<file path="src/rtl/pipeline_ex_muldiv_if.sv">
// Handshake bundle between the EX stage and the M-extension unit.
// master = issuing EX stage / consumer, slave = the mul/div unit.
interface pipeline_ex_muldiv_if #(
  parameter int unsigned XLEN  = 64,
  parameter int unsigned REG_W = 5
);
  logic             in_valid;
  logic             in_ready;
  logic [2:0]       in_op;
  logic             in_is_word;
  logic [XLEN-1:0]  in_rs1;
  logic [XLEN-1:0]  in_rs2;
  logic [REG_W-1:0] in_dst_reg;
  logic             out_valid;
  logic             out_ready;
  logic [XLEN-1:0]  out_res;
  logic [REG_W-1:0] out_dst_reg;

  modport master (
    output in_valid, in_op, in_is_word, in_rs1, in_rs2, in_dst_reg, out_ready,
    input  in_ready, out_valid, out_res, out_dst_reg
  );

  modport slave (
    input  in_valid, in_op, in_is_word, in_rs1, in_rs2, in_dst_reg, out_ready,
    output in_ready, out_valid, out_res, out_dst_reg
  );
endinterface

</file>
<file path="src/rtl/pipeline_ex_muldiv.sv">
// Iterative RISC-V M-extension execute unit: radix-2 shift-add multiplier and
// restoring divider, one bit per cycle, valid/ready on both sides.
module pipeline_ex_muldiv #(
  parameter int unsigned XLEN  = 64,
  parameter int unsigned REG_W = 5
) (
  input  logic                 clk,
  input  logic                 reset,
  input  logic                 flush,
  pipeline_ex_muldiv_if.slave  bus,
  output logic                 busy
);
  localparam int unsigned CW = $clog2(XLEN + 1);
  localparam logic [XLEN-1:0] MIN_X = {1'b1, {(XLEN-1){1'b0}}};
  localparam logic [XLEN-1:0] MIN_W = XLEN'($signed(32'h8000_0000));

  typedef enum logic [1:0] {IDLE, RUN, DONE} state_t;

  state_t            state, state_next;
  logic [CW-1:0]     count;
  logic [2:0]        op_q;
  logic              word_q, neg_q, negrem_q;
  logic [2*XLEN-1:0] opa, acc;
  logic [XLEN-1:0]   opb;
  logic [XLEN-1:0]   res_q;
  logic [REG_W-1:0]  dst_q;

  // Accept-time operand conditioning
  logic            accept, is_div, is_mulh, word, sgn_a, sgn_b;
  logic            neg_a, neg_b, div_zero, div_ovf, fast;
  logic [XLEN-1:0] a_ext, b_ext, mag_a, mag_b, fast_res;

  assign accept  = bus.in_valid && (state == IDLE) && !flush;
  assign is_div  = bus.in_op[2];
  assign is_mulh = !bus.in_op[2] && (bus.in_op[1:0] != 2'b00);
  assign word    = (XLEN == 64) && bus.in_is_word && !is_mulh;
  assign sgn_a   = is_div ? !bus.in_op[0]
                          : (bus.in_op[1:0] == 2'b01) || (bus.in_op[1:0] == 2'b10);
  assign sgn_b   = is_div ? !bus.in_op[0] : (bus.in_op[1:0] == 2'b01);

  assign a_ext = !word ? bus.in_rs1 :
                 sgn_a ? XLEN'($signed(bus.in_rs1[31:0])) : XLEN'(bus.in_rs1[31:0]);
  assign b_ext = !word ? bus.in_rs2 :
                 sgn_b ? XLEN'($signed(bus.in_rs2[31:0])) : XLEN'(bus.in_rs2[31:0]);

  assign neg_a = sgn_a && a_ext[XLEN-1];
  assign neg_b = sgn_b && b_ext[XLEN-1];
  assign mag_a = neg_a ? -a_ext : a_ext;
  assign mag_b = neg_b ? -b_ext : b_ext;

  assign div_zero = (b_ext == '0);
  assign div_ovf  = sgn_a && (b_ext == '1) && (a_ext == (word ? MIN_W : MIN_X));
  assign fast     = is_div && (div_zero || div_ovf);

  always_comb begin
    fast_res = '0;
    if (div_zero)
      fast_res = bus.in_op[1] ? (word ? XLEN'($signed(a_ext[31:0])) : a_ext) : '1;
    else if (!bus.in_op[1])
      fast_res = a_ext;
  end

  // One iteration of either datapath, plus final sign correction
  logic [2*XLEN-1:0] prod_nxt, prod_fin;
  logic [XLEN:0]     shifted, diff;
  logic [XLEN-1:0]   rem_nxt, quo_nxt, rem_fin, quo_fin, raw, run_res;

  assign prod_nxt = opb[0] ? acc + opa : acc;
  assign shifted  = {acc[XLEN-1:0], opa[XLEN-1]};
  assign diff     = shifted - {1'b0, opb};
  assign rem_nxt  = diff[XLEN] ? shifted[XLEN-1:0] : diff[XLEN-1:0];
  assign quo_nxt  = {opa[XLEN-2:0], ~diff[XLEN]};

  assign prod_fin = neg_q    ? -prod_nxt : prod_nxt;
  assign quo_fin  = neg_q    ? -quo_nxt  : quo_nxt;
  assign rem_fin  = negrem_q ? -rem_nxt  : rem_nxt;

  always_comb begin
    raw = '0;
    if (op_q[2])
      raw = op_q[1] ? rem_fin : quo_fin;
    else if (op_q[1:0] == 2'b00)
      raw = prod_fin[XLEN-1:0];
    else
      raw = prod_fin[2*XLEN-1:XLEN];
  end

  assign run_res = word_q ? XLEN'($signed(raw[31:0])) : raw;

  always_ff @(posedge clk or negedge reset) begin
    if (!reset) state <= IDLE;
    else        state <= state_next;
  end

  always_comb begin
    state_next    = state;
    bus.in_ready  = 1'b0;
    bus.out_valid = 1'b0;
    busy          = 1'b1;
    unique case (state)
      IDLE: begin
        bus.in_ready = 1'b1;
        busy         = 1'b0;
        if (accept) state_next = fast ? DONE : RUN;
      end
      RUN:  if (count == CW'(1)) state_next = DONE;
      DONE: begin
        bus.out_valid = 1'b1;
        if (bus.out_ready) state_next = IDLE;
      end
      default: state_next = IDLE;
    endcase
    if (flush) state_next = IDLE;
  end

  always_ff @(posedge clk or negedge reset) begin
    if (!reset) begin
      count    <= '0;
      op_q     <= '0;
      word_q   <= 1'b0;
      neg_q    <= 1'b0;
      negrem_q <= 1'b0;
      opa      <= '0;
      opb      <= '0;
      acc      <= '0;
      res_q    <= '0;
      dst_q    <= '0;
    end else if (flush) begin
      count <= '0;
    end else if (accept) begin
      op_q     <= bus.in_op;
      word_q   <= word;
      neg_q    <= neg_a ^ neg_b;
      negrem_q <= neg_a;
      dst_q    <= bus.in_dst_reg;
      // Word dividends are pre-aligned so the MSB-first loop ends after 32 steps
      opa      <= {{XLEN{1'b0}}, (is_div && word) ? mag_a << (XLEN - 32) : mag_a};
      opb      <= mag_b;
      acc      <= '0;
      count    <= word ? CW'(32) : CW'(XLEN);
      if (fast) res_q <= fast_res;
    end else if (state == RUN) begin
      count <= count - CW'(1);
      if (op_q[2]) begin
        opa <= {{XLEN{1'b0}}, quo_nxt};
        acc <= {{XLEN{1'b0}}, rem_nxt};
      end else begin
        acc <= prod_nxt;
        opa <= opa << 1;
        opb <= opb >> 1;
      end
      if (count == CW'(1)) res_q <= run_res;
    end
  end

  assign bus.out_res     = res_q;
  assign bus.out_dst_reg = dst_q;
endmodule

</file>
<file path="src/flat_wrapper.sv">
// flat-port wrapper written by rule: the top's interface ports become plain ports
module pipeline_ex_muldiv_flat 
#(
  parameter int unsigned XLEN  = 64,
  parameter int unsigned REG_W = 5
)
  (clk, reset, flush, busy, bus_in_valid, bus_in_op, bus_in_is_word, bus_in_rs1, bus_in_rs2, bus_in_dst_reg, bus_out_ready, bus_in_ready, bus_out_valid, bus_out_res, bus_out_dst_reg);
  pipeline_ex_muldiv_if #(.XLEN(XLEN), .REG_W(REG_W)) bus_i ();
  input  logic clk;
  input  logic reset;
  input  logic flush;
  output logic busy;
  input wire logic [$bits(bus_i.in_valid)-1:0] bus_in_valid;
  input wire logic [$bits(bus_i.in_op)-1:0] bus_in_op;
  input wire logic [$bits(bus_i.in_is_word)-1:0] bus_in_is_word;
  input wire logic [$bits(bus_i.in_rs1)-1:0] bus_in_rs1;
  input wire logic [$bits(bus_i.in_rs2)-1:0] bus_in_rs2;
  input wire logic [$bits(bus_i.in_dst_reg)-1:0] bus_in_dst_reg;
  input wire logic [$bits(bus_i.out_ready)-1:0] bus_out_ready;
  output wire logic [$bits(bus_i.in_ready)-1:0] bus_in_ready;
  output wire logic [$bits(bus_i.out_valid)-1:0] bus_out_valid;
  output wire logic [$bits(bus_i.out_res)-1:0] bus_out_res;
  output wire logic [$bits(bus_i.out_dst_reg)-1:0] bus_out_dst_reg;
  assign bus_i.in_valid = bus_in_valid;
  assign bus_i.in_op = bus_in_op;
  assign bus_i.in_is_word = bus_in_is_word;
  assign bus_i.in_rs1 = bus_in_rs1;
  assign bus_i.in_rs2 = bus_in_rs2;
  assign bus_i.in_dst_reg = bus_in_dst_reg;
  assign bus_i.out_ready = bus_out_ready;
  assign bus_in_ready = bus_i.in_ready;
  assign bus_out_valid = bus_i.out_valid;
  assign bus_out_res = bus_i.out_res;
  assign bus_out_dst_reg = bus_i.out_dst_reg;
  pipeline_ex_muldiv #(.XLEN(XLEN), .REG_W(REG_W)) u_core (.clk(clk), .reset(reset), .flush(flush), .bus(bus_i), .busy(busy));
endmodule
</file>
<file path="config.mk">
export PLATFORM = sky130hd
export DESIGN_NAME = pipeline_ex_muldiv_flat
export DESIGN_NICKNAME = d
export VERILOG_FILES = /design/src/rtl/pipeline_ex_muldiv_if.sv /design/src/rtl/pipeline_ex_muldiv.sv /design/src/flat_wrapper.sv
export SDC_FILE = /design/constraint.sdc
export NUM_CORES = 2
export LEC_CHECK = 0
export BUFFER_PORTS_ARGS = -buffer_cell sky130_fd_sc_hd__buf_2
export CAP_MARGIN = 15
export CORE_MARGIN = 10
export CORE_UTILIZATION = 31
export DETAILED_ROUTE_END_ITERATION = 8
export HOLD_SLACK_MARGIN = 0.1
export SYNTH_ARGS = -nofsm -noshare
export SYNTH_HDL_FRONTEND = slang
export SYNTH_SLANG_ARGS = --single-unit
</file>
<file path="constraint.sdc">
create_clock -name clk -period 21.3 [get_ports clk]
set_clock_uncertainty 0.15 [all_clocks]
set_input_delay 2.13 -clock clk [delete_from_list [all_inputs] [get_ports clk]]
set_output_delay 2.13 -clock clk [all_outputs]
set_load 0.02 [all_outputs]
</file>
# Word-level counts from Yosys, hierarchy flattened
# Index checks and enable logic that the tools add are counted.
# op_classes
n_reduce_logical,28
bitwise,3
addsub,8
muxes,49
n_eq_ne,12
# ops
op,n
64-bit 2-to-1 mux,25
128-bit 2-to-1 mux,8
64-bit negator,4
128-bit adder,1
128-bit negator,1
65-bit by 64-bit subtractor with 65-bit output,1
64-bit equality test,1
"64-bit equality test, second input constant",1
64-bit logical NOT,1
63-bit 2-to-1 mux,1
7-bit 2-to-1 mux,4
1-bit logical AND,10
2-bit 2-to-1 mux,5
"7-bit by 1-bit equality test with 1-bit output, second input constant",1
"7-bit by 1-bit subtractor with 7-bit output, second input constant",1
"3-bit by 2-bit != test with 1-bit output, second input constant",2
2-bit case mux with 3 select lines,1
3-bit AND reduction,2
2-bit nonzero test,3
1-bit 2-to-1 mux,5
"2-bit by 1-bit equality test with 1-bit output, second input constant",2
"2-bit equality test, second input constant",2
1-bit logical NOT,4
2-bit logical NOT,2
8 further kinds,12
# word_totals
out_inout_bits,72
elab_cells,111
ff_bits,404

# Logic depth before layout (Yosys ltp)
# logic_depth
depth_word,14
mapped_depth,33

# Worst setup path after synthesis
# Ideal clock, no wire load.
# synth_timing
path_kind,reg-to-reg
startpoint,register u_core.opa[63]
endpoint,register u_core.res_q[60] (netlist: u_core.bus.out_res[60])
slack_ns,13.876
stages_incl_launch_ff,33
period_less_slack_ns,7.424
path_buffers,6
t_required_ns,21.060
arrival_ns,7.184
cell_sequence,dfrtp_1 inv_1 ha_1 inv_1 fa_1 a211oi_1 o21ai_1 nand2_1 o32ai_2 o2111a_1 or4_1 and2_2 inv_1 buf_2 buf_2 clkbuf_1 clkbuf_1 clkbuf_1 buf_1 nor2_1 a21oi_1 ha_1 nand2_1 nor4_1 a41oi_1 a221o_1 a211oi_2 nor4b_2 a41oi_1 xor2_1 a21oi_1 or4_1 o221ai_1
# synth_via
elab_chain_cells,10
word_cells_on_any_way,18
cone_classes,5 x add/sub; 12 x mux; 1 x bitwise
# synth_lines
element,line,source
from (decl),pipeline_ex_muldiv.sv:23,"logic [2*XLEN-1:0] opa, acc;"
from (signal assigned),pipeline_ex_muldiv.sv:137,"opa <= {{XLEN{1'b0}}, (is_div && word) ? mag_a << (XLEN - 32) : mag_a};"
from (signal assigned),pipeline_ex_muldiv.sv:145,"opa <= {{XLEN{1'b0}}, quo_nxt};"
from (signal assigned),pipeline_ex_muldiv.sv:149,opa <= opa << 1;
128-bit adder / 65-bit by 64-bit subtractor with 65-bit output (equally long branches),"pipeline_ex_muldiv.sv:68, pipeline_ex_muldiv.sv:70",
128-bit 2-to-1 mux (tied with other cells),pipeline_ex_muldiv.sv:68,assign prod_nxt = opb[0] ? acc + opa : acc;
128-bit negator (tied with other cells),pipeline_ex_muldiv.sv:74,assign prod_fin = neg_q ? -prod_nxt : prod_nxt;
128-bit 2-to-1 mux (tied with other cells),pipeline_ex_muldiv.sv:74,
64-bit 2-to-1 mux (on tied branches),"pipeline_ex_muldiv.sv:82, pipeline_ex_muldiv.sv:81",
64-bit 2-to-1 mux *,pipeline_ex_muldiv.sv:80,if (op_q[2])
64-bit 2-to-1 mux *,pipeline_ex_muldiv.sv:88,assign run_res = word_q ? XLEN'($signed(raw[31:0])) : raw;
64-bit 2-to-1 mux *,pipeline_ex_muldiv.sv:152,if (count == CW'(1)) res_q <= run_res;
64-bit 2-to-1 mux *,pipeline_ex_muldiv.sv:142,end else if (state == RUN) begin
64-bit 2-to-1 mux *,pipeline_ex_muldiv.sv:130,end else if (accept) begin
to (signal assigned),pipeline_ex_muldiv.sv:141,if (fast) res_q <= fast_res;
to (signal assigned),pipeline_ex_muldiv.sv:152,
to (decl),pipeline_ex_muldiv.sv:25,logic [XLEN-1:0] res_q;
# Every way passes the cells marked *; elsewhere a longest branch is shown, timed or not. The select of a mux whose other input is x is not followed.
# A chain may end at the register's enable or synchronous reset.

# Worst setup path after layout
# layout_timing
startpoint,register u_core.opb[0]
endpoint,register u_core.res_q[60] (netlist: u_core.bus.out_res[60])
# layout_via
elab_chain_cells,10
word_cells_on_any_way,17
cone_classes,4 x add/sub; 12 x mux; 1 x bitwise
# layout_lines
element,line,source
from (decl),pipeline_ex_muldiv.sv:24,logic [XLEN-1:0] opb;
from (signal assigned),pipeline_ex_muldiv.sv:138,opb <= mag_b;
from (signal assigned),pipeline_ex_muldiv.sv:150,opb <= opb >> 1;
65-bit by 64-bit subtractor with 65-bit output,pipeline_ex_muldiv.sv:70,"assign diff = shifted - {1'b0, opb};"
64-bit 2-to-1 mux / 1-bit NOT (equally long branches),"pipeline_ex_muldiv.sv:71, pipeline_ex_muldiv.sv:72",
64-bit negator (on tied branches),"pipeline_ex_muldiv.sv:76, pipeline_ex_muldiv.sv:75",
64-bit 2-to-1 mux (on tied branches),"pipeline_ex_muldiv.sv:76, pipeline_ex_muldiv.sv:75",
64-bit 2-to-1 mux,pipeline_ex_muldiv.sv:81,raw = op_q[1] ? rem_fin : quo_fin;
64-bit 2-to-1 mux *,pipeline_ex_muldiv.sv:80,
64-bit 2-to-1 mux *,pipeline_ex_muldiv.sv:88,
64-bit 2-to-1 mux *,pipeline_ex_muldiv.sv:152,
64-bit 2-to-1 mux *,pipeline_ex_muldiv.sv:142,
64-bit 2-to-1 mux *,pipeline_ex_muldiv.sv:130,
# Marks and branches as above.

==> results.py <==
metrics = {
    "status": {
        "status": "finished clean",
    },
    "clocking": {
        "clk_pin_slew_ns": 0.06,
        "cts_tree": "built",
        "cts.sinks": 404,
        "root_buffer": "clkbuf_16",
        "cts-htree-levels": 2,
        "cts-buffers-inserted": 53,
        "clockBufferDepth": 3,
        "insertion_delay_ns": 0.70,
        "postCtsHoldBufs": 0,
        "cts.repair.resized": 0,
        "post_cts_buffers": 0,
    },
    "worst_hold_path": {
        "hold_path_class": "reg -> reg",
    },
    "sta": {
        "max-slew-margin-rel": 0.09949,
        "maxSlewViolCount": 0,
        "rsz0062_at_grt": "no",
        "min_period_over_period": 0.4076,
        "timing.fmax_mhz": 115.2,
        "final.min_clock_period_ns": 8.681,
        "finalSetupViolCount": 0,
        "setup_tns_ns": 0,
        "tightest_slew_ns": 1.342,
        "finalHoldViolCount": 0,
    },
    "die": {
        "die_w_um": 420.6,
        "coreArea_mm2": 0.1589,
        "die_h_um": 420.6,
        "row_count": 146,
        "start_util": 0.3130,
        "io_pins": 214,
        "design.die.area_mm2": 0.1769,
    },
    "global_routing": {
        "first_global_vias": 55640,
        "grt_pass1_wl_mm": 434.3,
        "track_usage": 0.3379,
        "grt_max_degree": 90,
        "antenna_found_initial": 16,
        "grt_overflow": 0,
    },
    "yosys": {
        "yosysTopAreaCell": "dfrtp_1",
        "synth.distinct_cells": 117,
        "synth.top_cell.area_share": 0.2033,
        "synth_nets": 7438,
        "syn_inst": 7093,
        "yosysWarnings": 0,
        "synth_edf_count": 0,
        "synthTopCellsByArea": "dfrtp_1, nand2_1, a21oi_1",
        "yosysMostFrequentCell": "nand2_1",
        "syn_area_per_cell_um2": 7.012,
        "ys_seq_area_frac": 0.2033,
        "synthArstFlopShare": 1.000,
        "synth_flop_cell": "dfrtp_1",
        "ys_ff_latch": 404,
        "synth_common_cells": "nand2_1, nor2_1, a21oi_1, o21ai_0, dfrtp_1",
        "netlist_area_mm2": 0.04974,
    },
    "run": {
        "maxCapViolCount": 0,
    },
    "route": {
        "vias_per_cell": 6.648,
        "vias": 61020,
        "wl_per_cell_um": 34.23,
        "dr.pass1.iters": 8,
        "ant_nets": 0,
        "dr.first_iter.drc_count": 8784,
        "drcViolationCount": 0,
        "routed_wl_mm": 314.2,
    },
    "place": {
        "place_congestion": 1.077,
        "hpwl_mm": 255.4,
        "portBuffers": 213,
    },
    "layout": {
        "drive_gt1_frac": 0.08767,
        "nets": 7398,
        "utilization": 0.3449,
        "fill_cells": 17270,
        "syn2layout_area_growth_pct": 10.19,
        "largestRegisters": "u_core.acc: 128 flops, u_core.opa: 128 flops",
    },
    "worst_setup_path": {
        "worstSetupPathType": "reg -> reg",
        "cp_max_fo": 43,
        "worstPathArrival_ns": 9.12,
        "required_ns": 21.74,
        "cp-start-kind": "register",
        "r2r_slack_ns": 12.62,
        "crit_path_end_kind": "register",
    },
    "power_and_ir_drop": {
        "p_leak_nw": 21.70,
        "ir_worst_vdd_uv": 83.62,
        "power_density_mw_per_mm2": 170.1,
    },
}
-- cells by family after synthesis --
group	Yosys count	synth area share
flip-flops	404	0.2033
AO/OA/AOI/OAI	2515	0.3298
adder cells (fa/ha/maj)	204	0.05157
XOR/XNOR	326	0.05740
AND/OR/NAND/NOR	2832	0.2721
buffers and inverters	634	0.04913
multiplexers	178	0.03670
-- power breakdown --
part / switching (W) / leakage, nW / total, W / internal (W)
combinational: 0.00487 / 15.6 / 0.00678 / 0.00191
clock: 0.000422 / 0.885 / 0.000993 / 0.000571
sequential: 0.000580 / 5.22 / 0.00155 / 0.000969
-- per-stage QoR --
stage                     total power, W  std cells  setup WS, ns  hold slack, ns  instance area, µm²
after floorplan                 0.004995       7093         13.88          0.2945               49740
after global placement          0.008005       9069         12.72          0.3064               52930
after detailed placement        0.007980       9070         12.68          0.3117               52940
after CTS                       0.009003       9167         12.75          0.3273               54780
after global routing            0.009563       9169         12.27          0.3595               54780
final                           0.009324       9179         12.62          0.3338               54810
-- placed cells by master, fill, tap and decap left out, drive strengths merged, types with 168 or more instances in the layout --
cell	count
a21oi	642
buf	373
dfrtp	404
ha	201
inv	168
nand2	980
nand3	169
nand4	181
nor2	654
nor3	248
o21ai	631
-- critical path, stage by stage, from the launching register on --
cell and delay (ns):
dfrtp_4 0.77, ha_1 0.29, inv_1 0.07, fa_1 0.50, a211oi_1 0.33, o21ai_1 0.25
nand2_1 0.22, o32ai_2 0.18, o2111a_1 0.29, o31ai_1 0.58, and2_4 0.68, inv_2 0.09
a21oi_1 0.29, ha_1 0.44, nand2_1 0.12, nor4_1 0.42, a41oi_1 0.22, a221o_1 0.44
a211oi_2 0.66, nor4b_2 0.46, a41oi_1 0.18, xor2_1 0.24, a21oi_1 0.09, or4_1 0.50
o221ai_1 0.09
-- final cells by class --
cell class	count	area (µm²)	share of cell area
antenna	12	30.03	0.0005479
timing repair buffer	373	2273	0.04148
inverter	166	625.6	0.01141
sequential	404	10120	0.1847
clock inverter	21	316.6	0.005776
tap	2072	2592	0.04730
multi-input combinational	6055	37320	0.6810
clock buffer	76	1523	0.02778
-- per-layer routing --
metal	track usage	share of wire	vias up	wire length, µm
met5	0	0.00033	-	104
met4	0.2000	0.073	16	23080
met3	0.07642	0.10	702	32110
met2	0.4949	0.41	3878	129600
met1	0.4501	0.41	29800	129300
li1	-	-	26620	-
-- final timing paths --
kind | start | end | cells past startpoint
setup / recovery | u_core.opb[0]$_DFFE_PN0P_ | u_core.bus.out_res[60]$_DFFE_PN0P_ | 24
hold / removal | u_core.bus.out_dst_reg[3]$_DFFE_PN0P_ | u_core.bus.out_dst_reg[3]$_DFFE_PN0P_ | 2
setup reg to reg | u_core.opb[0]$_DFFE_PN0P_ | u_core.bus.out_res[60]$_DFFE_PN0P_ | 24
hold reg to reg | u_core.bus.out_dst_reg[3]$_DFFE_PN0P_ | u_core.bus.out_dst_reg[3]$_DFFE_PN0P_ | 2
max in group asynchronous | reset | u_core.op_q[2]$_DFFE_PN0P_ | 3
min in group asynchronous | reset | u_core.acc[31]$_DFFE_PN0P_ | 1
Note: power is estimated with default switching activity, not from simulation.
